$ cat src/rtl/dra_pkg.sv
`default_nettype none
// ============================================================================
// Module      : dra_pkg
// Description : Shared types and constants for the dual resource acquirer.
// Revision    : 1.0 - initial release
// ============================================================================
package dra_pkg;

  typedef enum logic [2:0] {
    S_IDLE    = 3'd0,
    S_ACQ_A   = 3'd1,
    S_ACQ_B   = 3'd2,
    S_HOLD    = 3'd3,
    S_DROP    = 3'd4,
    S_BACKOFF = 3'd5
  } state_e;

  localparam logic [7:0] RETRY_MAX = 8'd255;

  // Maximal-length Galois masks (right-shifting form), indexed by LFSR width.
  localparam logic [7:0] LFSR_TAPS [3:8] = '{8'h06, 8'h0C, 8'h14, 8'h30, 8'h60, 8'hB8};

endpackage
`default_nettype wire

$ cat src/rtl/dual_resource_acquirer_if.sv
`default_nettype none
// ============================================================================
// Module      : dual_resource_acquirer_if
// Description : Client, arbiter and status signals of the dual resource acquirer.
// Revision    : 1.0 - initial release
// ============================================================================
interface dual_resource_acquirer_if;

  logic       start;
  logic       need_a;
  logic       need_b;
  logic       release_req;
  logic       gnt_a;
  logic       gnt_b;
  logic       req_a;
  logic       req_b;
  logic       busy;
  logic       hold;
  logic       done;
  logic       abort;
  logic       grant_lost;
  logic [7:0] retry_cnt;

  modport master (
    input  start, need_a, need_b, release_req, gnt_a, gnt_b,
    output req_a, req_b, busy, hold, done, abort, grant_lost, retry_cnt
  );

  modport slave (
    output start, need_a, need_b, release_req, gnt_a, gnt_b,
    input  req_a, req_b, busy, hold, done, abort, grant_lost, retry_cnt
  );

endinterface
`default_nettype wire

$ cat src/rtl/dra_lfsr.sv
`default_nettype none
// ============================================================================
// Module      : dra_lfsr
// Description : Galois LFSR supplying backoff lengths; never reaches zero.
// Revision    : 1.0 - initial release
// ============================================================================
module dra_lfsr #(
  parameter int W    = 3,
  parameter int SEED = 1
) (
  input  logic         clk,
  input  logic         rst_n,
  input  logic         step,
  output logic [W-1:0] value
);
  import dra_pkg::*;

  localparam logic [W-1:0] c_taps = LFSR_TAPS[W][W-1:0];
  localparam logic [W-1:0] c_seed = SEED[W-1:0];

  logic [W-1:0] r_lfsr;

  always_ff @(posedge clk or negedge rst_n) begin
    if (!rst_n) begin
      r_lfsr <= c_seed;
    end else if (step) begin
      r_lfsr <= (r_lfsr >> 1) ^ (r_lfsr[0] ? c_taps : '0);
    end
  end

  assign value = r_lfsr;

endmodule
`default_nettype wire

$ cat src/rtl/dual_resource_acquirer.sv
`default_nettype none
// ============================================================================
// Module      : dual_resource_acquirer
// Description : Acquires arbiters A then B, holds until release, and recovers
//               from deadlock/starvation with a watchdog and random backoff.
// Revision    : 1.0 - initial release
// ============================================================================
module dual_resource_acquirer #(
  parameter int TIMEOUT   = 17,
  parameter int BACKOFF_W = 3,
  parameter int LFSR_SEED = 1
) (
  input  logic                      clk,
  input  logic                      rst_n,
  dual_resource_acquirer_if.master  bus
);
  import dra_pkg::*;

  localparam int                    c_wd_w    = $clog2(TIMEOUT + 1);
  localparam logic [c_wd_w-1:0]     c_wd_last = c_wd_w'(TIMEOUT - 1);
  localparam logic [c_wd_w-1:0]     c_wd_one  = c_wd_w'(1);
  localparam logic [BACKOFF_W-1:0]  c_bo_one  = BACKOFF_W'(1);

  state_e                r_state, w_state_nxt;
  logic                  r_need_a, r_need_b, w_need_a_nxt, w_need_b_nxt;
  logic [c_wd_w-1:0]     r_wd, w_wd_nxt;
  logic [BACKOFF_W-1:0]  r_bo, w_bo_nxt, w_lfsr_val;
  logic [7:0]            r_retry, w_retry_nxt;
  logic                  w_lfsr_step, w_lost;
  logic                  r_req_a, r_req_b, r_busy, r_hold, r_done, r_abort, r_grant_lost;
  logic                  w_req_a_nxt, w_req_b_nxt;

  dra_lfsr #(.W(BACKOFF_W), .SEED(LFSR_SEED)) u_lfsr (
    .clk   (clk),
    .rst_n (rst_n),
    .step  (w_lfsr_step),
    .value (w_lfsr_val)
  );

  always_ff @(posedge clk or negedge rst_n) begin
    if (!rst_n) begin
      r_state      <= S_IDLE;
      r_need_a     <= 1'b0;
      r_need_b     <= 1'b0;
      r_wd         <= '0;
      r_bo         <= '0;
      r_retry      <= '0;
      r_req_a      <= 1'b0;
      r_req_b      <= 1'b0;
      r_busy       <= 1'b0;
      r_hold       <= 1'b0;
      r_done       <= 1'b0;
      r_abort      <= 1'b0;
      r_grant_lost <= 1'b0;
    end else begin
      r_state      <= w_state_nxt;
      r_need_a     <= w_need_a_nxt;
      r_need_b     <= w_need_b_nxt;
      r_wd         <= w_wd_nxt;
      r_bo         <= w_bo_nxt;
      r_retry      <= w_retry_nxt;
      r_req_a      <= w_req_a_nxt;
      r_req_b      <= w_req_b_nxt;
      r_busy       <= (w_state_nxt != S_IDLE);
      r_hold       <= (w_state_nxt == S_HOLD);
      r_done       <= (w_state_nxt == S_HOLD) && (r_state != S_HOLD);
      r_abort      <= (w_state_nxt == S_DROP);
      r_grant_lost <= w_lost;
    end
  end

  always_comb begin
    w_state_nxt  = r_state;
    w_need_a_nxt = r_need_a;
    w_need_b_nxt = r_need_b;
    w_wd_nxt     = r_wd;
    w_bo_nxt     = r_bo;
    w_retry_nxt  = r_retry;
    w_lfsr_step  = 1'b0;
    w_lost       = 1'b0;
    case (r_state)
      S_IDLE: begin
        if (bus.start && (bus.need_a || bus.need_b)) begin
          w_need_a_nxt = bus.need_a;
          w_need_b_nxt = bus.need_b;
          w_retry_nxt  = '0;
          w_wd_nxt     = '0;
          if (bus.need_a) w_state_nxt = S_ACQ_A;
          else            w_state_nxt = S_ACQ_B;
        end
      end
      S_ACQ_A: begin
        // The watchdog keeps running into ACQ_B: one budget per attempt.
        if (bus.gnt_a) begin
          w_wd_nxt = r_wd + c_wd_one;
          if (r_need_b) w_state_nxt = S_ACQ_B;
          else          w_state_nxt = S_HOLD;
        end else if (r_wd >= c_wd_last) begin
          w_state_nxt = S_DROP;
        end else begin
          w_wd_nxt = r_wd + c_wd_one;
        end
      end
      S_ACQ_B: begin
        if (bus.gnt_b && (bus.gnt_a || !r_need_a)) begin
          w_state_nxt = S_HOLD;
        end else if (r_need_a && !bus.gnt_a) begin
          w_state_nxt = S_DROP;
          w_lost      = 1'b1;
        end else if (r_wd >= c_wd_last) begin
          w_state_nxt = S_DROP;
        end else begin
          w_wd_nxt = r_wd + c_wd_one;
        end
      end
      S_HOLD: begin
        if (bus.release_req) begin
          w_state_nxt = S_IDLE;
        end else if ((r_need_a && !bus.gnt_a) || (r_need_b && !bus.gnt_b)) begin
          w_state_nxt = S_DROP;
          w_lost      = 1'b1;
        end
      end
      S_DROP: begin
        w_bo_nxt    = w_lfsr_val;
        w_lfsr_step = 1'b1;
        w_state_nxt = S_BACKOFF;
      end
      S_BACKOFF: begin
        if (r_bo <= c_bo_one) begin
          w_wd_nxt = '0;
          if (r_need_a) w_state_nxt = S_ACQ_A;
          else          w_state_nxt = S_ACQ_B;
        end else begin
          w_bo_nxt = r_bo - c_bo_one;
        end
      end
      default: w_state_nxt = S_IDLE;
    endcase

    if ((w_state_nxt == S_DROP) && (r_retry != RETRY_MAX)) w_retry_nxt = r_retry + 8'd1;

    w_req_a_nxt = (w_state_nxt == S_ACQ_A) ||
                  (((w_state_nxt == S_ACQ_B) || (w_state_nxt == S_HOLD)) && w_need_a_nxt);
    w_req_b_nxt = (w_state_nxt == S_ACQ_B) || ((w_state_nxt == S_HOLD) && w_need_b_nxt);
  end

  assign bus.req_a      = r_req_a;
  assign bus.req_b      = r_req_b;
  assign bus.busy       = r_busy;
  assign bus.hold       = r_hold;
  assign bus.done       = r_done;
  assign bus.abort      = r_abort;
  assign bus.grant_lost = r_grant_lost;
  assign bus.retry_cnt  = r_retry;

endmodule
`default_nettype wire

$ cat src/flat_wrapper.sv
// flat-port wrapper written by rule: the top's interface ports become plain ports
module dual_resource_acquirer_flat import dra_pkg::*;
#(
  parameter int TIMEOUT   = 17,
  parameter int BACKOFF_W = 3,
  parameter int LFSR_SEED = 1
)
  (clk, rst_n, bus_start, bus_need_a, bus_need_b, bus_release_req, bus_gnt_a, bus_gnt_b, bus_req_a, bus_req_b, bus_busy, bus_hold, bus_done, bus_abort, bus_grant_lost, bus_retry_cnt);
  dual_resource_acquirer_if bus_i ();
  input  logic clk;
  input  logic rst_n;
  input wire logic [$bits(bus_i.start)-1:0] bus_start;
  input wire logic [$bits(bus_i.need_a)-1:0] bus_need_a;
  input wire logic [$bits(bus_i.need_b)-1:0] bus_need_b;
  input wire logic [$bits(bus_i.release_req)-1:0] bus_release_req;
  input wire logic [$bits(bus_i.gnt_a)-1:0] bus_gnt_a;
  input wire logic [$bits(bus_i.gnt_b)-1:0] bus_gnt_b;
  output wire logic [$bits(bus_i.req_a)-1:0] bus_req_a;
  output wire logic [$bits(bus_i.req_b)-1:0] bus_req_b;
  output wire logic [$bits(bus_i.busy)-1:0] bus_busy;
  output wire logic [$bits(bus_i.hold)-1:0] bus_hold;
  output wire logic [$bits(bus_i.done)-1:0] bus_done;
  output wire logic [$bits(bus_i.abort)-1:0] bus_abort;
  output wire logic [$bits(bus_i.grant_lost)-1:0] bus_grant_lost;
  output wire logic [$bits(bus_i.retry_cnt)-1:0] bus_retry_cnt;
  assign bus_i.start = bus_start;
  assign bus_i.need_a = bus_need_a;
  assign bus_i.need_b = bus_need_b;
  assign bus_i.release_req = bus_release_req;
  assign bus_i.gnt_a = bus_gnt_a;
  assign bus_i.gnt_b = bus_gnt_b;
  assign bus_req_a = bus_i.req_a;
  assign bus_req_b = bus_i.req_b;
  assign bus_busy = bus_i.busy;
  assign bus_hold = bus_i.hold;
  assign bus_done = bus_i.done;
  assign bus_abort = bus_i.abort;
  assign bus_grant_lost = bus_i.grant_lost;
  assign bus_retry_cnt = bus_i.retry_cnt;
  dual_resource_acquirer #(.TIMEOUT(TIMEOUT), .BACKOFF_W(BACKOFF_W), .LFSR_SEED(LFSR_SEED)) u_core (.clk(clk), .rst_n(rst_n), .bus(bus_i));
endmodule
$ cat config.mk
export PLATFORM = sky130hd
export DESIGN_NAME = dual_resource_acquirer_flat
export DESIGN_NICKNAME = d
export VERILOG_FILES = /design/src/rtl/dra_pkg.sv /design/src/rtl/dual_resource_acquirer_if.sv /design/src/rtl/dra_lfsr.sv /design/src/rtl/dual_resource_acquirer.sv /design/src/flat_wrapper.sv
export SDC_FILE = /design/constraint.sdc
export NUM_CORES = 1
export LEC_CHECK = 0
export CORE_MARGIN = 5
export CORE_UTILIZATION = 40
export CTS_CLUSTER_SIZE = 12
export DETAILED_ROUTE_END_ITERATION = 10
export PLACE_DENSITY = 0.6
export REMOVE_ABC_BUFFERS = 1
export SKIP_CTS_REPAIR_TIMING = 1
export SLEW_MARGIN = 15
export SYNTH_ARGS = -nofsm -noshare
export SYNTH_HDL_FRONTEND = slang
export SYNTH_SLANG_ARGS = --single-unit
export TNS_END_PERCENT = 30
$ cat constraint.sdc
create_clock -name clk -period 2.5 [get_ports clk]
set_clock_uncertainty 0.15 [all_clocks]
set_input_delay 0.25 -clock clk [delete_from_list [all_inputs] [get_ports clk]]
set_output_delay 0.25 -clock clk [all_outputs]
set_load 0.05 [all_outputs]
==> results.md, run 1 <==
- Final HPWL DP: 3000 um
- Starting density of the core: 40.7%
- First-pass GRT wire length: 7000 um
- Antenna Cells: 0
- GR Overflow Total: 0
- GRT Total Usage: 14.6%
- Die outline height: 76.1 um
- Maximum capacitance violations: 0
- Status: finished, final reports clean
- Largest net degree at the start of global routing: 32
- CTS tree: built
- Fin crit share: 89.4%
- DR vias/cell: 5.54
- Layout Utilization: 49.5%
- Max-slew violations: 0
- Min-delay worst type: primary input to asynchronous set/reset pin
- Mapped Cells: 195
- WL/cell: 14.2 um
- Largest fanout on the critical path: 12
- Peak supply drop: 524 uV
- Post-synth ARST share: 100%
- Final setup vio count: 0
- Root Buffer: clkbuf_8
- I/O pin cnt: 23
- Final hold violations: 0
- Mapped Area: 1750 sq um
- Fmax: 447 MHz
- CTS Buf Count: 5
- Number of buffers added on ports: 22
- Die ar.: 5800 sq um
- Ys Warns: 0
- Number of synthesized register bits: 31
- Core area: 4290 sq um
- Drc violations: 0
- Syn Area/Cell: 8.97 sq um
- Clk slew on worst S/H paths: 0.07 ns
- FF/Latch Area: 777 sq um
- Share of layout cells above drive strength 1: 8.48%
- Worst-Margin Slew: 0.591 ns
- Routability Congestion: 0.874
- Post-synth EDFFs: 0
- Filler cells: 408
- Drt initial violations: 50
- Count of cell types in the netlist: 45
- Maximum clock path buffer count: 2
- Drt total wl: 3920 um
- Critical path data required time: 2.52 ns
- Num rows: 24
- Setup_tns: 0 ns
- Ys flop type: dfrtp_1
- Area leader, netlist: dfrtp_1
- Power per cell area: 1150 nW/um^2
- Post-placement cell count: 268
- Via Count: 1528
- Critical path class: register to register
- Register area share after synthesis: 44.4%
- Skew-Pair Late Insertion Delay: 0.28 ns
- # clock sinks: 31
- Startpoint types: register
- RSZ-0062 raised after global routing: false
- Leak pwr: 0.000887 uW
- Die X: 76.1 um
- Multi-input logic area: 898 sq um
- FF-to-FF path depth: 6
- Top-area cell type share of the netlist area: 42.9%
- Antenna viol nets, final: 0
- NumNets Final: 236
- 1st-pass router iterations: 4
- Final instance count without filler cells: 276
- Synth area leaders: dfrtp_1, nand2_1, a21oi_1
- Critical Path AT: 2.26 ns
- Antenna violations before repair: 0
- Min cycle time layout: 2.24 ns
- Setup crit end kind: register
- Vias in the first global route: 1521
- Slew Limit Headroom: 60.4%
- H-Tree Depth: 2
- Layout area overhead: 21.5%
==> path summary, 6_finish.rpt <==
kind | startpoint | endpoint | slack [ns]
min in group clk | u_core.r_bo[2] | u_core.r_bo[2] | 0.35
min reg2reg | u_core.r_bo[2] | u_core.r_bo[2] | 0.35
max in group asynchronous | rst_n | u_core.u_lfsr.value[0] | 1.67
max reg2reg | u_core.r_state[2] | u_core.bus.retry_cnt[2] | 0.26
max | u_core.r_state[2] | u_core.bus.retry_cnt[2] | 0.26
min | rst_n | u_core.r_wd[4] | 0.21
==> routing by layer <==
layer  track usage, %  up-vias  part of all wire [%]
li1                 -      755                     -
met2             24.1       30                    49
met1             18.2      738                    45
met5                0        -                     0
met3             3.19        5                   4.1
met4             6.12        0                   1.3
==> layout by cell type, fill, tap and decap left out, types with 2 or more instances in the layout <==
cell type and n:
dfrtp_1 30, clkdlybuf4s50_1 22, nand2_1 20, nor2_1 16, a21oi_1 14, inv_1 12
nand3_1 12, o21ai_0 9, nor2b_1 7, nand2b_1 5, o211ai_1 5, ha_1 5
clkbuf_8 5, buf_4 5, nor3b_1 4, and2_1 4, o21ai_1 4, a31oi_1 3
nor3_1 3, xnor2_1 3, or3_1 3, o21bai_1 2, a31o_2 2, mux2_2 2
nand4_1 2, a211oi_1 2, clkbuf_1 2
==> kinds of logic (layout without fill, tap and decap cells) <==
group | after synthesis | after routing | share of synthesized area (%)
flops | 31 | 31 | 44.4
mux | 2 | 2 | 1.29
compound gates | 53 | 53 | 19.7
buf+inv | 18 | 47 | 4.22
xor+xnor | 3 | 3 | 1.50
simple gates | 83 | 83 | 25.3
fa+ha+maj | 5 | 5 | 3.58
==> worst max-delay path: stages (launching register included) <==
cell	delay, ns
dfrtp_1	0.58
and4bb_1	0.28
a32o_1	0.21
and4b_1	0.29
nand4_2	0.17
buf_4	0.21
a31o_2	0.24
==> Yosys cell counts (all sizes together) (2+ instances only) <==
cell    instances
inv            12
nand2b          5
nand3          12
o211ai          5
nor2           16
ha              5
a211oi          2
and2            4
o21ai          13
nor3            3
xnor2           3
o21bai          2
a31oi           3
mux2            2
or3             3
nand4           3
nor2b           7
nor4b           2
nor3b           4
nand2          20
a21oi          14
a31o            2
dfrtp          30
buf             5
==> report_power, final <==
group	total [uW]	switching [uW]	internal, uW	leakage, uW
Sequential	861	191	670	0.000401
Clock	376	181	195	0.0000422
Combinational	1220	737	480	0.000444
Total	2450	1110	1340	0.000887
==> metrics by stage <==
step	power, uW	hold WS [ns]	worst slack [ns]	area [sq um]
floorplan	1700	-0.196	0.236	1720
global placement	2040	0.320	0.0700	2040
detailed placement	2090	0.331	0.0194	2040
CTS	2470	0.230	0.277	2120
global route	2660	0.259	0.162	2120
finish	2450	0.215	0.265	2120
==> layout make-up <==
cell class	count	share of cell area, %
Tap cell	52	3.06
Multi-Input combinational cell	146	42.3
Clock inverter	1	0.236
Clock buffer	7	3.59
Inverter	12	2.12
Timing Repair Buffer	27	12.1
Sequential cell	31	36.6
==> flip-flops by register name, indices dropped and copies added (netlist names), 3 cells and up <==
signal                count
u_core.r_bo               3
u_core.bus.retry_cnt      8
u_core.r_wd               5
u_core.u_lfsr.value       3
u_core.r_state            3
No activity file was read; power rests on OpenSTA's default activity.
==> inputs of run 2 (changes only) <==
--- a/config.mk
+++ b/config.mk
@@ -5,6 +5,7 @@
 export SDC_FILE = /design/constraint.sdc
 export NUM_CORES = 1
 export LEC_CHECK = 0
+export CAP_MARGIN = 20
 export CORE_MARGIN = 5
 export CORE_UTILIZATION = 40
 export CTS_CLUSTER_SIZE = 12
==> results of run 2 <==
Same layout as run 1: the final DEF is identical, and so are final timing and power.
